<file path="config.mk">
export PLATFORM = sky130hd
export DESIGN_NAME = rf_write_voter
export DESIGN_NICKNAME = d
export VERILOG_FILES = /design/src/rtl/rf_write_voter.sv
export SDC_FILE = /design/constraint.sdc
export NUM_CORES = 1
export LEC_CHECK = 0
export CAP_MARGIN = 40
export CELL_PAD_IN_SITES_DETAIL_PLACEMENT = 0
export CELL_PAD_IN_SITES_GLOBAL_PLACEMENT = 1
export CORE_UTILIZATION = 33
export CTS_CLUSTER_DIAMETER = 150
export DETAILED_ROUTE_END_ITERATION = 6
export PLACE_DENSITY = 0.93
export SYNTH_ARGS = -nofsm -noshare
export SYNTH_HDL_FRONTEND = slang
export SYNTH_SLANG_ARGS = --single-unit
</file>
<file path="constraint.sdc">
create_clock -name clk_i -period 2.9 [get_ports clk_i]
set_input_delay 0.58 -clock clk_i [delete_from_list [all_inputs] [get_ports clk_i]]
set_output_delay 0.58 -clock clk_i [all_outputs]
set_load 0.02 [all_outputs]
</file>
<file path="src/rtl/rf_write_voter.sv">
// Replicated register-file write voter (DMR compare / TMR majority) with rollback handshake.
// Optional saturating error counter enabled by defining RFV_ERR_CNT_EN.
module rf_write_voter #(
  parameter int NUM_CH = 3,
  parameter int ADDR_W = 5,
  parameter int DATA_W = 32,
  parameter int CNT_W  = 8
) (
  input  logic                     clk_i,
  input  logic                     rst_ni,
  input  logic [NUM_CH-1:0]        we_i,
  input  logic [NUM_CH*ADDR_W-1:0] waddr_i,
  input  logic [NUM_CH*DATA_W-1:0] wdata_i,
  output logic                     we_o,
  output logic [ADDR_W-1:0]        waddr_o,
  output logic [DATA_W-1:0]        wdata_o,
  output logic                     error_o,
  output logic [NUM_CH-1:0]        faulty_ch_o,
  output logic                     sticky_err_o,
  output logic                     rollback_req_o,
  input  logic                     rollback_ack_i,
  input  logic                     clr_i,
  output logic [CNT_W-1:0]         err_cnt_o
);
  localparam int SEL_W = $clog2(NUM_CH);

  generate
    if (NUM_CH != 2 && NUM_CH != 3) begin : g_bad_num_ch
      $fatal(1, "rf_write_voter: NUM_CH must be 2 or 3");
    end
  endgenerate

  typedef enum logic [1:0] {RUN, ROLLBACK, HOLD} state_t;
  state_t state;

  logic [NUM_CH-1:0][ADDR_W-1:0] addr_u;
  logic [NUM_CH-1:0][DATA_W-1:0] data_u;
  assign addr_u = waddr_i;
  assign data_u = wdata_i;

  // addr/data only matter when the write is enabled
  function automatic logic teq(input logic wa, input logic [ADDR_W-1:0] aa,
                               input logic [DATA_W-1:0] da, input logic wb,
                               input logic [ADDR_W-1:0] ab, input logic [DATA_W-1:0] db);
    return (wa == wb) && (!wa || (aa == ab && da == db));
  endfunction

  logic              v_err, v_rb;
  logic [SEL_W-1:0]  v_sel;
  logic [NUM_CH-1:0] v_faulty;

  generate
    if (NUM_CH == 3) begin : g_tmr
      logic eq01, eq02, eq12;
      always_comb begin
        eq01     = teq(we_i[0], addr_u[0], data_u[0], we_i[1], addr_u[1], data_u[1]);
        eq02     = teq(we_i[0], addr_u[0], data_u[0], we_i[2], addr_u[2], data_u[2]);
        eq12     = teq(we_i[1], addr_u[1], data_u[1], we_i[2], addr_u[2], data_u[2]);
        v_sel    = '0;
        v_err    = 1'b0;
        v_rb     = 1'b0;
        v_faulty = '0;
        if (eq01 && eq02) begin
          v_sel = '0;
        end else if (eq01) begin
          v_err = 1'b1; v_faulty = 3'b100;
        end else if (eq02) begin
          v_err = 1'b1; v_faulty = 3'b010;
        end else if (eq12) begin
          v_err = 1'b1; v_faulty = 3'b001; v_sel = SEL_W'(1);
        end else begin
          v_err = 1'b1; v_rb = 1'b1; v_faulty = '1;
        end
      end
    end else begin : g_dmr
      logic eq01;
      always_comb begin
        eq01     = teq(we_i[0], addr_u[0], data_u[0], we_i[1], addr_u[1], data_u[1]);
        v_sel    = '0;
        v_err    = !eq01;
        v_rb     = !eq01;
        v_faulty = eq01 ? '0 : '1;
      end
    end
  endgenerate

  logic              fwd_we;
  logic [ADDR_W-1:0] fwd_addr;
  logic [DATA_W-1:0] fwd_data;
  assign fwd_we   = !v_rb && we_i[v_sel];
  assign fwd_addr = fwd_we ? addr_u[v_sel] : '0;
  assign fwd_data = fwd_we ? data_u[v_sel] : '0;

  logic new_err;
  assign new_err = (state == RUN) && v_err;

  always_ff @(posedge clk_i or negedge rst_ni) begin
    if (!rst_ni) begin
      state          <= RUN;
      we_o           <= 1'b0;
      waddr_o        <= '0;
      wdata_o        <= '0;
      error_o        <= 1'b0;
      faulty_ch_o    <= '0;
      sticky_err_o   <= 1'b0;
      rollback_req_o <= 1'b0;
    end else begin
      we_o    <= 1'b0;
      waddr_o <= '0;
      wdata_o <= '0;
      error_o <= 1'b0;
      // clear first so an error in the same cycle is still recorded
      if (clr_i) begin
        sticky_err_o <= 1'b0;
        faulty_ch_o  <= '0;
      end
      case (state)
        RUN: begin
          we_o    <= fwd_we;
          waddr_o <= fwd_addr;
          wdata_o <= fwd_data;
          if (v_err) begin
            error_o      <= 1'b1;
            sticky_err_o <= 1'b1;
            faulty_ch_o  <= v_faulty;
          end
          if (v_rb) begin
            state          <= ROLLBACK;
            rollback_req_o <= 1'b1;
          end
        end
        ROLLBACK: begin
          if (rollback_ack_i) begin
            state          <= HOLD;
            rollback_req_o <= 1'b0;
          end
        end
        HOLD:    state <= RUN;
        default: state <= RUN;
      endcase
    end
  end

`ifdef RFV_ERR_CNT_EN
  always_ff @(posedge clk_i or negedge rst_ni) begin
    if (!rst_ni) begin
      err_cnt_o <= '0;
    end else if (new_err) begin
      if (clr_i)                err_cnt_o <= CNT_W'(1);
      else if (err_cnt_o != '1) err_cnt_o <= err_cnt_o + CNT_W'(1);
    end else if (clr_i) begin
      err_cnt_o <= '0;
    end
  end
`else
  assign err_cnt_o = '0;
  logic unused_cnt;
  assign unused_cnt = new_err;
`endif
endmodule
</file>
==> results.md <==
* Post-DRT Antenna Nets at 0
* Post-CTS Resized at 0
* Startpoint types: primary input
* Share of cells above drive strength 1 at 17.5%
* Root buffer cell: clkbuf_8
* Dpl hpwl at 11300 um
* Tmin final at 2.79 ns
* Congestion Overflow GR at 0
* CP Data Arrival Time at 3.01 ns
* VDD IR max at 0.000271 V
* Core area at 10400 um^2
* Sequential cell area at 1150 um^2
* Io pins at 170
* Hold_buf cts at 0
* Leak at 2.28 nW
* Setup Skew at 0.00952 ns
* RSZ-0062 raised after global routing: false
* Largest family of logic cells by synthesized area: XOR/XNOR gates
* Filler cells at 945
* Number of H-tree levels at 2
* Yosys reg bits at 46
* Power, Total at 1.91 mW
* Vias at 3727
* Port Buffers at 161
* DR pass1 iterations at 4
* Worst skew pair latency at 0.31 ns
* Sequential element share of the synthesized area at 32.2%
* CTS buffer count at 5
* Die width at 106 um
* EDFF count, synth at 0
* Commonest non-fill, non-tap cell in the layout: clkdlybuf4s50_1
* Switching pwr at 0.631 mW
* Gate power share at 36.7%
* Clock share of power at 26.5%
* Initial antenna violation count at 0
* Outcome: complete, no violations
* Synth Area in Simple Gates at 19.9%
* Die area at 11300 um^2
* Most frequent cells in the layout: 160 x clkdlybuf4s50_1, 108 x xor2_1, 46 x dfrtp_1
* Critical setup path kind: in -> reg
* Initial Utilization at 34.4%
* Slew Viols, Final at 0
* Synth unique cells at 38
* Average cell area after synthesis at 9.49 um^2
* Multi-input logic area at 2290 um^2
* WL/cell at 19.4 um
* Int Power at 1.28 mW
* Finished Layout Cells at 708
* DP Area at 5640 um^2
* Power share of the sequential group at 36.8%
* GR Util All Layers at 24.4%
* Post-Synth Adder-Cell Area at 0%
* Synth Flop Type: dfrtp_1
* Dpl cells at 700
* Vias per inst at 5.26
* Row count at 37
* Critical path capture point type: flop
* Worst slew pin tran at 0.527 ns
* Mux cell area share after synthesis at 0%
* Syn Std Cell Area at 3580 um^2
* Die height at 106 um
* Xor-xnor portion of the synthesized cell area at 27.2%
* Cells after Synth at 377
* Fin crit share at 96.3%
* Max Cap Viol at 0
* Required time worst endpoint at 3.11 ns
* Switching Share at 33.1%
* Clock tree from TritonCTS: yes
* Routed WL at 13700 um
* Vias in the first global route at 3779
* Ant. Diodes at 0
* Worst slew margin at 64.9%
* Setup-failing EPs final at 0
* CTS Buffer Depth at 2
* First-pass GRT wire length at 20700 um
* Design area at 5750 um^2
* Complex-gate fraction of the synthesized area at 15.3%
* Post-synthesis async set-or-reset flop share at 100%
* Fin. Hold Viols at 0
* Synth Warn # at 0
* CTS clk-pin slew, worst paths at 0.10 ns
* Area growth syn-to-layout at 60.7%
* Fin nets at 689
* Pwr dens at 332 nW/um^2
* # clock sinks at 46
* Initial drt markers at 134
* Post-CTS setup buffers at 0
* Top-area cell type share of the netlist area at 32.2%
* Worst Path Max Fanout at 4
* Maximum number of pins on one net before global-route repair at 33
* Achievable frequency at 358 MHz
* Drt drc at 0
* Largest area contributor in the netlist: dfrtp_1
* Top area cells in the synthesized netlist: dfrtp_1 32%, xor2_1 26%, nor4_1 6.1%
* Hold Crit Class: in -> async
* GPL Wtd Cong at 0.971
==> critical path, stage by stage <==
cell	delay [ns]
clkdlybuf4s50_1	0.47
buf_4	0.17
xor2_1	0.18
nor4_1	0.39
nand4_1	0.17
o32ai_1	0.51
a21boi_0	0.25
o32ai_1	0.29
==> cell type report <==
type | instances | share of cell area (%)
timing repair buffer | 206 | 34.9
sequential | 46 | 20.0
multi-input combinational | 307 | 39.8
tap | 136 | 2.96
clock buffer | 5 | 1.20
inverter | 5 | 0.326
clock inverter | 3 | 0.783
==> per-layer routing <==
layer | global-route usage [%] | wire length, um | vias up | part of all wire (%)
met5 | 0 | 0 | - | 0
met4 | 5.65 | 219 | 0 | 1.6
met3 | 3.68 | 783 | 14 | 5.7
met2 | 40.6 | 6540 | 158 | 48
met1 | 33.0 | 6170 | 1821 | 45
li1 | - | - | 1734 | -
==> power by group through the flow <==
stage	Sequential (mW)	Clock [mW]	Combinational [mW]
4_1_cts	0.703	0.516	0.699
3_5_place_dp	0.716	0	0.694
6_report	0.702	0.507	0.699
3_3_place_gp	0.715	0	0.688
2_1_floorplan	0.750	0	0.237
5_1_grt	0.707	0.537	0.741
==> through the flow <==
step           util, %  hold slack [ns]  TNS [ns]  worst slack [ns]
4_1_cts           55.2            0.244         0             0.119
2_1_floorplan        -            0.284         0             0.619
6_report          55.2            0.231         0             0.107
3_3_place_gp      53.9            0.481    -0.340           -0.0996
5_1_grt           55.2            0.276         0            0.0118
3_5_place_dp      54.1            0.485    -0.647            -0.193
==> synth_stat cells (2+ instances only) <==
master / number
xor2_1: 108
dfrtp_1: 46
nor4_1: 35
o21ai_0: 32
a21oi_2: 20
nand3_2: 20
a21oi_1: 18
nand3_1: 17
nand4_1: 11
buf_4: 10
clkbuf_1: 6
inv_1: 5
o21ai_1: 5
buf_2: 4
buf_6: 4
nor3_1: 4
o32ai_1: 3
or3_1: 3
xnor2_1: 3
clkbuf_2: 2
nand2_1: 2
nand2b_1: 2
o31ai_1: 2
==> logic make-up (layout without fill, tap and decap cells) <==
logic type,Yosys count,after routing
xor+xnor,111,111
simple gates,101,101
compound gates,87,87
flops,46,46
buf+inv,31,219
other cells,1,8
==> flip-flops by register name, indices dropped and copies added (netlist names) <==
register / count
error_o: 1
wdata_o: 32
waddr_o: 5
state: 2
faulty_ch_o: 3
rollback_req_o: 1
we_o: 1
sticky_err_o: 1
==> worst paths after layout <==
kind / slack [ns] / cells after the start / end / startpoint
max: 0.11 / 8 / faulty_ch_o[0] / wdata_i[80]
min: 0.23 / 1 / wdata_o[12] / rst_ni
max reg2reg: 1.55 / 2 / state[0] / state[0]
min reg2reg: 0.50 / 1 / sticky_err_o / sticky_err_o
max in group asynchronous: 2.15 / 2 / wdata_o[0] / rst_ni
min in group clk_i: 0.50 / 1 / sticky_err_o / sticky_err_o
Note: power is estimated with default switching activity, not from simulation.
